--- src/rtl/cnn_pkg.sv ---
// Shared CNN dimensions and the pooling stage state encoding.
// Latency: n/a (package only).
// Backpressure: n/a (package only).
package cnn_pkg;

    localparam int IN_WIDTH       = 28;
    localparam int CONV_OUT_WIDTH = 26;
    localparam int POOL_OUT_WIDTH = 13;
    localparam int DATA_W         = 16;

    typedef enum logic [1:0] {
        POOL_IDLE = 2'd0,
        POOL_RUN  = 2'd1,
        POOL_DONE = 2'd2
    } pool_state_t;

endpackage

--- src/rtl/pool_line_buffer.sv ---
// Line buffer holding the horizontal pair maxima of the last even row.
// Latency: synchronous write, combinational read.
// Backpressure: none; written at most once per accepted beat.
module pool_line_buffer #(
    parameter int DEPTH  = 13,
    parameter int DATA_W = 16,
    parameter int AW     = (DEPTH > 1) ? $clog2(DEPTH) : 1
) (
    input  logic              clk,
    input  logic              wr_en,
    input  logic [AW-1:0]     wr_addr,
    input  logic [DATA_W-1:0] wr_data,
    input  logic [AW-1:0]     rd_addr,
    output logic [DATA_W-1:0] rd_data
);

    logic [DATA_W-1:0] mem [DEPTH];

    always_ff @(posedge clk) begin
        if (wr_en) begin
            mem[wr_addr] <= wr_data;
        end
    end

    assign rd_data = mem[rd_addr];

endmodule

--- src/rtl/relu_maxpool_stage.sv ---
// ReLU followed by 2x2 stride-2 max pooling over a raster-order conv stream.
// Latency: one cycle from the odd-row/odd-col input beat to out_valid.
// Backpressure: none; one beat per cycle accepted, sink must take every output.
module relu_maxpool_stage #(
    parameter int DATA_W = cnn_pkg::DATA_W,
    parameter int IN_DIM = cnn_pkg::CONV_OUT_WIDTH,
    parameter int ADDR_W = 8
) (
    input  logic              clk,
    input  logic              reset,
    input  logic              start,
    input  logic              in_valid,
    input  logic [DATA_W-1:0] in_data,
    output logic              out_valid,
    output logic [DATA_W-1:0] out_data,
    output logic [ADDR_W-1:0] out_addr,
    output logic              done
);
    import cnn_pkg::*;

    localparam int HALF = IN_DIM / 2;
    localparam int CW   = $clog2(IN_DIM);
    localparam int LAW  = (HALF > 1) ? $clog2(HALF) : 1;

    pool_state_t       state, state_nxt;
    logic [CW-1:0]     row, col;
    logic [ADDR_W-1:0] pool_idx;
    logic [DATA_W-1:0] r, pair_max, lb_rd, pm_r, lb_r;
    logic [LAW-1:0]    lb_idx;
    logic              accept, col_last, row_last, lb_we;

    assign accept   = (state == POOL_RUN) && in_valid;
    assign col_last = (col == CW'(IN_DIM - 1));
    assign row_last = (row == CW'(IN_DIM - 1));
    assign lb_idx   = LAW'(col >> 1);

    // Sign bit set means negative (including the most negative code): clamp to 0.
    assign r    = in_data[DATA_W-1] ? '0 : in_data;
    assign pm_r = (pair_max > r) ? pair_max : r;
    assign lb_r = (lb_rd > r) ? lb_rd : r;

    // Even rows fold each horizontal pair into the buffer; odd rows consume it.
    assign lb_we = accept && !row[0] && col[0];

    pool_line_buffer #(
        .DEPTH  (HALF),
        .DATA_W (DATA_W),
        .AW     (LAW)
    ) u_lbuf (
        .clk     (clk),
        .wr_en   (lb_we),
        .wr_addr (lb_idx),
        .wr_data (pm_r),
        .rd_addr (lb_idx),
        .rd_data (lb_rd)
    );

    always_ff @(posedge clk) begin
        if (reset) begin
            state <= POOL_IDLE;
        end else begin
            state <= state_nxt;
        end
    end

    always_comb begin
        state_nxt = state;
        case (state)
            POOL_IDLE: if (start) state_nxt = POOL_RUN;
            POOL_RUN:  if (accept && row_last && col_last) state_nxt = POOL_DONE;
            POOL_DONE: if (!start) state_nxt = POOL_IDLE;
            default:   state_nxt = POOL_IDLE;
        endcase
    end

    always_comb begin
        done = (state == POOL_DONE);
    end

    always_ff @(posedge clk) begin
        if (reset) begin
            row       <= '0;
            col       <= '0;
            pool_idx  <= '0;
            pair_max  <= '0;
            out_valid <= 1'b0;
            out_data  <= '0;
            out_addr  <= '0;
        end else begin
            out_valid <= 1'b0;
            if (state == POOL_IDLE && start) begin
                row      <= '0;
                col      <= '0;
                pool_idx <= '0;
                out_addr <= '0;
            end else if (accept) begin
                col <= col_last ? '0 : col + CW'(1);
                if (col_last) begin
                    row <= row_last ? '0 : row + CW'(1);
                end
                if (!col[0]) begin
                    pair_max <= row[0] ? lb_r : r;
                end else if (row[0]) begin
                    out_valid <= 1'b1;
                    out_data  <= pm_r;
                    out_addr  <= pool_idx;
                    pool_idx  <= pool_idx + ADDR_W'(1);
                end
            end
        end
    end

endmodule

--- config.mk ---
export PLATFORM = sky130hd
export DESIGN_NAME = relu_maxpool_stage
export DESIGN_NICKNAME = d
export VERILOG_FILES = /design/src/rtl/cnn_pkg.sv /design/src/rtl/pool_line_buffer.sv /design/src/rtl/relu_maxpool_stage.sv
export SDC_FILE = /design/constraint.sdc
export NUM_CORES = 1
export LEC_CHECK = 0
export BUFFER_PORTS_ARGS = -buffer_cell sky130_fd_sc_hd__buf_2
export CORE_AREA = 4 4 157 159
export CTS_CLUSTER_DIAMETER = 200
export CTS_CLUSTER_SIZE = 10
export DETAILED_ROUTE_END_ITERATION = 10
export DIE_AREA = 0 0 161 163
export GPL_TIMING_DRIVEN = 0
export PLACE_DENSITY_LB_ADDON = 0.2
export RECOVER_POWER = 50
export SLEW_MARGIN = 25
export SYNTH_ARGS = -nofsm -noshare
export SYNTH_HDL_FRONTEND = slang
export SYNTH_SLANG_ARGS = --single-unit
export TNS_END_PERCENT = 1
--- constraint.sdc ---
create_clock -name clk -period 4.04 [get_ports clk]
set_input_delay 0.808 -clock clk [delete_from_list [all_inputs] [get_ports clk]]
set_output_delay 0.808 -clock clk [all_outputs]
set_load 0.02 [all_outputs]
# After elaboration in Yosys (flattened, before gate mapping)
# Memory sizes are Yosys's and may differ from the RTL's. A register that Yosys moved wholly into a read port is not among the register bits.
# Index checks and enable logic that the tools add are counted.
[word_totals]
reg_bits = 61
ramBits = 208
out_inout_bits = 26
memories = 1
[classes]
n_addsub = 3
order_cmp = 2
n_eq_ne = 7
muxes = 15
bitwise = 3
reduce_logical = 15
[mem_list]
columns = ["name", "words", "width", "rd", "rd_clocked_by_memory_dff", "wr", "line_no", "rtl"]
rows = [
  ["u_lbuf.mem", 13, 16, 1, 1, 1, "pool_line_buffer.sv:17", "logic [DATA_W-1:0] mem [DEPTH];"],
]
[op_table]
columns = ["cell", "count"]
rows = [
  ["$mux 16", 3],
  ["$gt 16x15->1", 2],
  ["$mux 15", 1],
  ["$add 5x1->5 const B", 2],
  ["$eq 5x5->1 const B", 2],
  ["$mux 5", 2],
  ["$reduce_and 3->1", 3],
  ["$add 8x1->8 const B", 1],
  ["$mux 4", 2],
  ["$logic_and 1x1->1", 6],
  ["$mux 2", 3],
  ["$pmux 2 s3", 1],
  ["$ne 2x2->1 const B", 2],
  ["$reduce_and 4->1", 1],
  ["$reduce_or 4->1", 1],
  ["$mux 1", 3],
  ["$not 1->1", 3],
  ["$eq 2x1->1 const B", 1],
  ["$eq 2x2->1 const B", 1],
  ["$logic_not 2->1", 1],
  ["$ne 2x1->1 const B", 1],
  ["$reduce_and 2->1", 1],
  ["$reduce_or 2->1", 1],
  ["$logic_not 1->1", 1],
]

# Depth between registers and ports, before layout
[logic_depth]
ltp_word = 6
depth_mapped = 16
ltp_nobuf = 12

# By module
# Synthesis repeated with hierarchy kept, for this count alone.
[hier_totals]
cells_unflattened = 758
area_unflattened_um2 = 11652.4
[modules_own_cells]
columns = ["module", "n_inst", "cells_each", "area_each_um2", "seq_area_each_um2"]
rows = [
  ["pool_line_buffer", 1, 345, 8010.2, 6246.0],
  ["relu_maxpool_stage", 1, 413, 3642.2, 1221.2],
]

# Worst setup path after synthesis
# No wires, ideal clock.
[synth_path]
kind = "register -> register"
start = "register (tool-made name)"
end = "register pair_max[14]"
t_arrival_ps = 3901
path_slack_ps = 54
stages_incl_launch_ff = 15
n_path_buf = 4
path_cell_list = "dfxtp_1 buf_4 buf_2 mux4_2 mux4_2 ha_1 a21oi_1 nand2_1 a2111oi_0 a31oi_1 or3_1 buf_6 buf_4 mux2i_1 a211oi_1"
[synth_lines]
columns = ["element", "line_no", "rtl"]
rows = [
  ["to (signal assigned)", "relu_maxpool_stage.sv:102", "pair_max <= row[0] ? lb_r : r;"],
  ["to (decl)", "relu_maxpool_stage.sv:28", "logic [DATA_W-1:0] r, pair_max, lb_rd, pm_r, lb_r;"],
]

==> flow_summary.yaml <==
status:
  status: "finished, violations left"
  violations: "max-capacitance violations, max-slew violations"
grt:
  grt_usage_pct: 20.9
  grt_antenna_before_repair: 0
  grt_pass1_wl_um: 41000
  grt.overflow.total: 0
  grt_pass1_vias: 6942
  grt_max_degree: 17
route:
  drt_iter0_drc: 684
  first_pass_iters: 5
  drtAntennaViolNets: 0
  drcViolationCount: 0
  routed_wl_um: 27400
  detail_route.vias_per_cell: 5.70
  vias: 6767
  wl_per_cell_um: 23.1
pwr:
  ir_drop_uv: 252
  p_per_area_nw_per_um2: 442
  p_leak_uw: 0.00441
placed_design:
  gp_congestion: 0.920
  place_area_um2: 12200
  place_hpwl_um: 18100
  dp_slack_ns: -0.873
  io_buffers: 44
worst_setup_path:
  slowest_stage: "mux4_2"
  worstRegToRegCells: 15
  worstPathArrival_ns: 4.42
  critPathLaunchType: "flip-flop"
  worst-setup-path-type: "flip-flop to flip-flop"
  worstReg2RegEnd: "pair_max[13]"
  crit_chain: "buf_12 -> buf_12 -> buf_4 -> mux4_2 -> mux4_2 -> ha_1 -> and2_1 -> a221o_1 -> nand2_1 -> a31oi_1 -> or3_1 -> buf_6 -> buf_6 -> mux2i_1 -> a211oi_1"
  r2r_setup_slack_ns: 0.09
  max_stage_delay_ns: 0.52
  path_max_fanout: 10
  cp-end-kind: "flip-flop"
  cp.required_ns: 4.51
timing:
  setup_viol: 0
  tightest_slew_ns: 2.22
  min_period_over_period_pct: 97.8
  tns_ns: 0
  slew_headroom_pct: -48.7
  fmax_mhz: 253
  finalCriticalPeriod_ns: 3.95
  whs_ns: 0.454
  fin_ws_ns: 0.0895
  clock_skew_ns: 0.0229
  slew_violations: 153
  rsz0062_at_grt: "false"
  final_hold_viol_count: 0
layout:
  seqCellArea_um2: 7550
  layout-drive-gt1-share_pct: 17.7
  fillers: 1799
  syn2layout_area_growth_pct: 16.0
  design_area_um2: 13300
  multi_input_area_um2: 3740
  diodes: 0
  fin_nets: 900
clock_network:
  cts-htree-levels: 1
  clock-sinks: 273
  insertion_delay_ns: 0.56
  clockRootBuffer: "clkbuf_16"
  clk_pin_slew_worst_paths_ns: 0.06
  ctsLongestPathBuffers: 3
  cts_tree: "done"
  cts_inserted_buffers: 31
synth:
  yosysMostFrequentCell: "edfxtp_1"
  syn-cell-area_um2: 11500
  synth_top_area_share_pct: 54.4
  postSynthCellCount: 744
  synth_ff_type: "edfxtp_1"
  async_reset_ff_share_pct: 0
  synth_area_leaders: "edfxtp_1 (54%), dfxtp_1 (11%), mux4_2 (11%)"
  synthTopCellsByCount: "edfxtp_1 (208), nor2_1 (71), dfxtp_1 (65), mux4_2 (56), nand2_1 (49)"
  synthesis.nets: 799
  synth_edf_count: 208
  ys_seq_area_share_pct: 65.8
  ys_warn_count: 0
  synth_seq_cells: 273
  synth_top_cell_by_area: "edfxtp_1"
  syn_avg_cell_area_um2: 15.4
  yosysUniqueCellTypes: 49
die:
  die_area_um2: 26200
  ios: 46
  fp-row-count: 56
  die_w_um: 161
  start_util_pct: 49.3
  die_h_um: 163
  core-area_um2: 23300
min_path:
  hold_class: "flip-flop to flip-flop"
  worst_hold_path.endpoint: "out_addr[2]"
  min_path_cells: 2
  min_from: "out_addr[2]"
job:
  maxCapViolations: 9
==> registers in the layout, summed over array words and instances (netlist names), named ones only <==
register    count
col             5
out_addr        8
out_data       16
out_valid       1
pair_max       16
pool_idx        8
row             5
state           2
u_lbuf.mem    208
==> where the power goes <==
group          internal, µW  total (µW)  switching (µW)
clock network          1430        2470            1040
registers              3070        3080            11.9
logic                   122         334             212
total                  4620        5890            1260
==> cell type report <==
type / count / share of cell area, %
clock inverter: 2 / 0.132
sequential: 273 / 56.8
buffer: 39 / 2.04
inverter: 18 / 0.508
tap: 319 / 3.00
clock buffer: 55 / 6.50
timing repair buffer: 69 / 2.96
multi-input combinational: 413 / 28.1
==> through the flow <==
step                      power [µW]  cells  util, %
after floorplan                 3340    744        -
after CTS                       5900   1175     57.0
after global placement          3430   1107     52.0
after detailed placement        3440   1116     52.6
final                           5890   1188     57.2
after global routing            6090   1188     57.2
==> kinds of logic (layout without fill, tap and decap cells) <==
kind of cell	after synthesis	after routing	share of synthesized area, %
DFF	273	273	65.8
buffers and inverters	58	183	2.09
and+or+nand+nor	191	191	7.87
adders and majority gates	35	35	3.82
muxes	89	89	14.1
xor gates and xnor gates	15	15	1.14
AOI/OAI and AO/OA	83	83	5.15
==> worst max path at each step <==
stage                         start           endpoint  slack (ns)  cells after the start
final                     flip-flop       pair_max[13]        0.09                     15
after global placement     in_valid  u_lbuf.mem[12][0]       -1.56                      5
after detailed placement  flip-flop       pair_max[10]       -0.87                     14
after floorplan           flip-flop       pair_max[14]        0.05                     14
after CTS                 flip-flop       pair_max[11]        0.03                     15
after global routing      flip-flop       pair_max[14]        0.01                     14
==> cell usage in the layout (no fill, tap or decap), drive strengths merged, types with 2 or more instances in the layout <==
master,synthesis,routed
a211oi,19,19
a21o,5,5
a21oi,23,23
a311oi,8,8
a31oi,2,2
and3,3,3
and4,3,3
and4b,2,2
buf,13,49
clkbuf,27,113
dfxtp,65,65
edfxtp,208,208
ha,35,35
inv,18,20
mux2,12,12
mux2i,20,20
mux4,57,57
nand2,49,49
nand2b,11,11
nand3,4,4
nand3b,2,2
nand4,10,10
nor2,71,71
nor2b,18,18
nor3,5,5
nor4,2,2
o211a,3,3
o211ai,2,2
o21a,9,9
o21ai,7,7
or2,7,7
or3,2,2
xnor2,4,4
xor2,11,11
==> worst max-delay path, delay by kind of cell, from the launching register on <==
kind / cells / cell delay [ns]
AOI/OAI and AO/OA: 3 / 0.62
DFF: 1 / 0.38
and+or+nand+nor: 3 / 0.66
adders and majority gates: 1 / 0.33
buffers and inverters: 5 / 0.75
muxes: 3 / 1.12
==> routing by layer <==
| metal | global-route usage (%) | share of wire [%] | vias to the layer above | wire [µm] |
|---|---|---|---|---|
| li1 | - | - | 3062 | - |
| met1 | 27.6 | 41 | 3437 | 11300 |
| met2 | 36.1 | 50 | 237 | 13700 |
| met3 | 3.77 | 6.9 | 31 | 1900 |
| met4 | 5.31 | 2.0 | 0 | 536 |
| met5 | 0 | 0 | - | 0 |
==> repair_timing <==
action / in CTS / in global routing
gates cloned: 0 / 1
gates resized for setup: 36 / 14
endpoints found under the setup margin: 15 / 15
buffers inserted: 3 / 12
hold buffers: 0 / 0
pin swaps: 1 / 5
No activity file was read; power rests on OpenSTA's default activity.
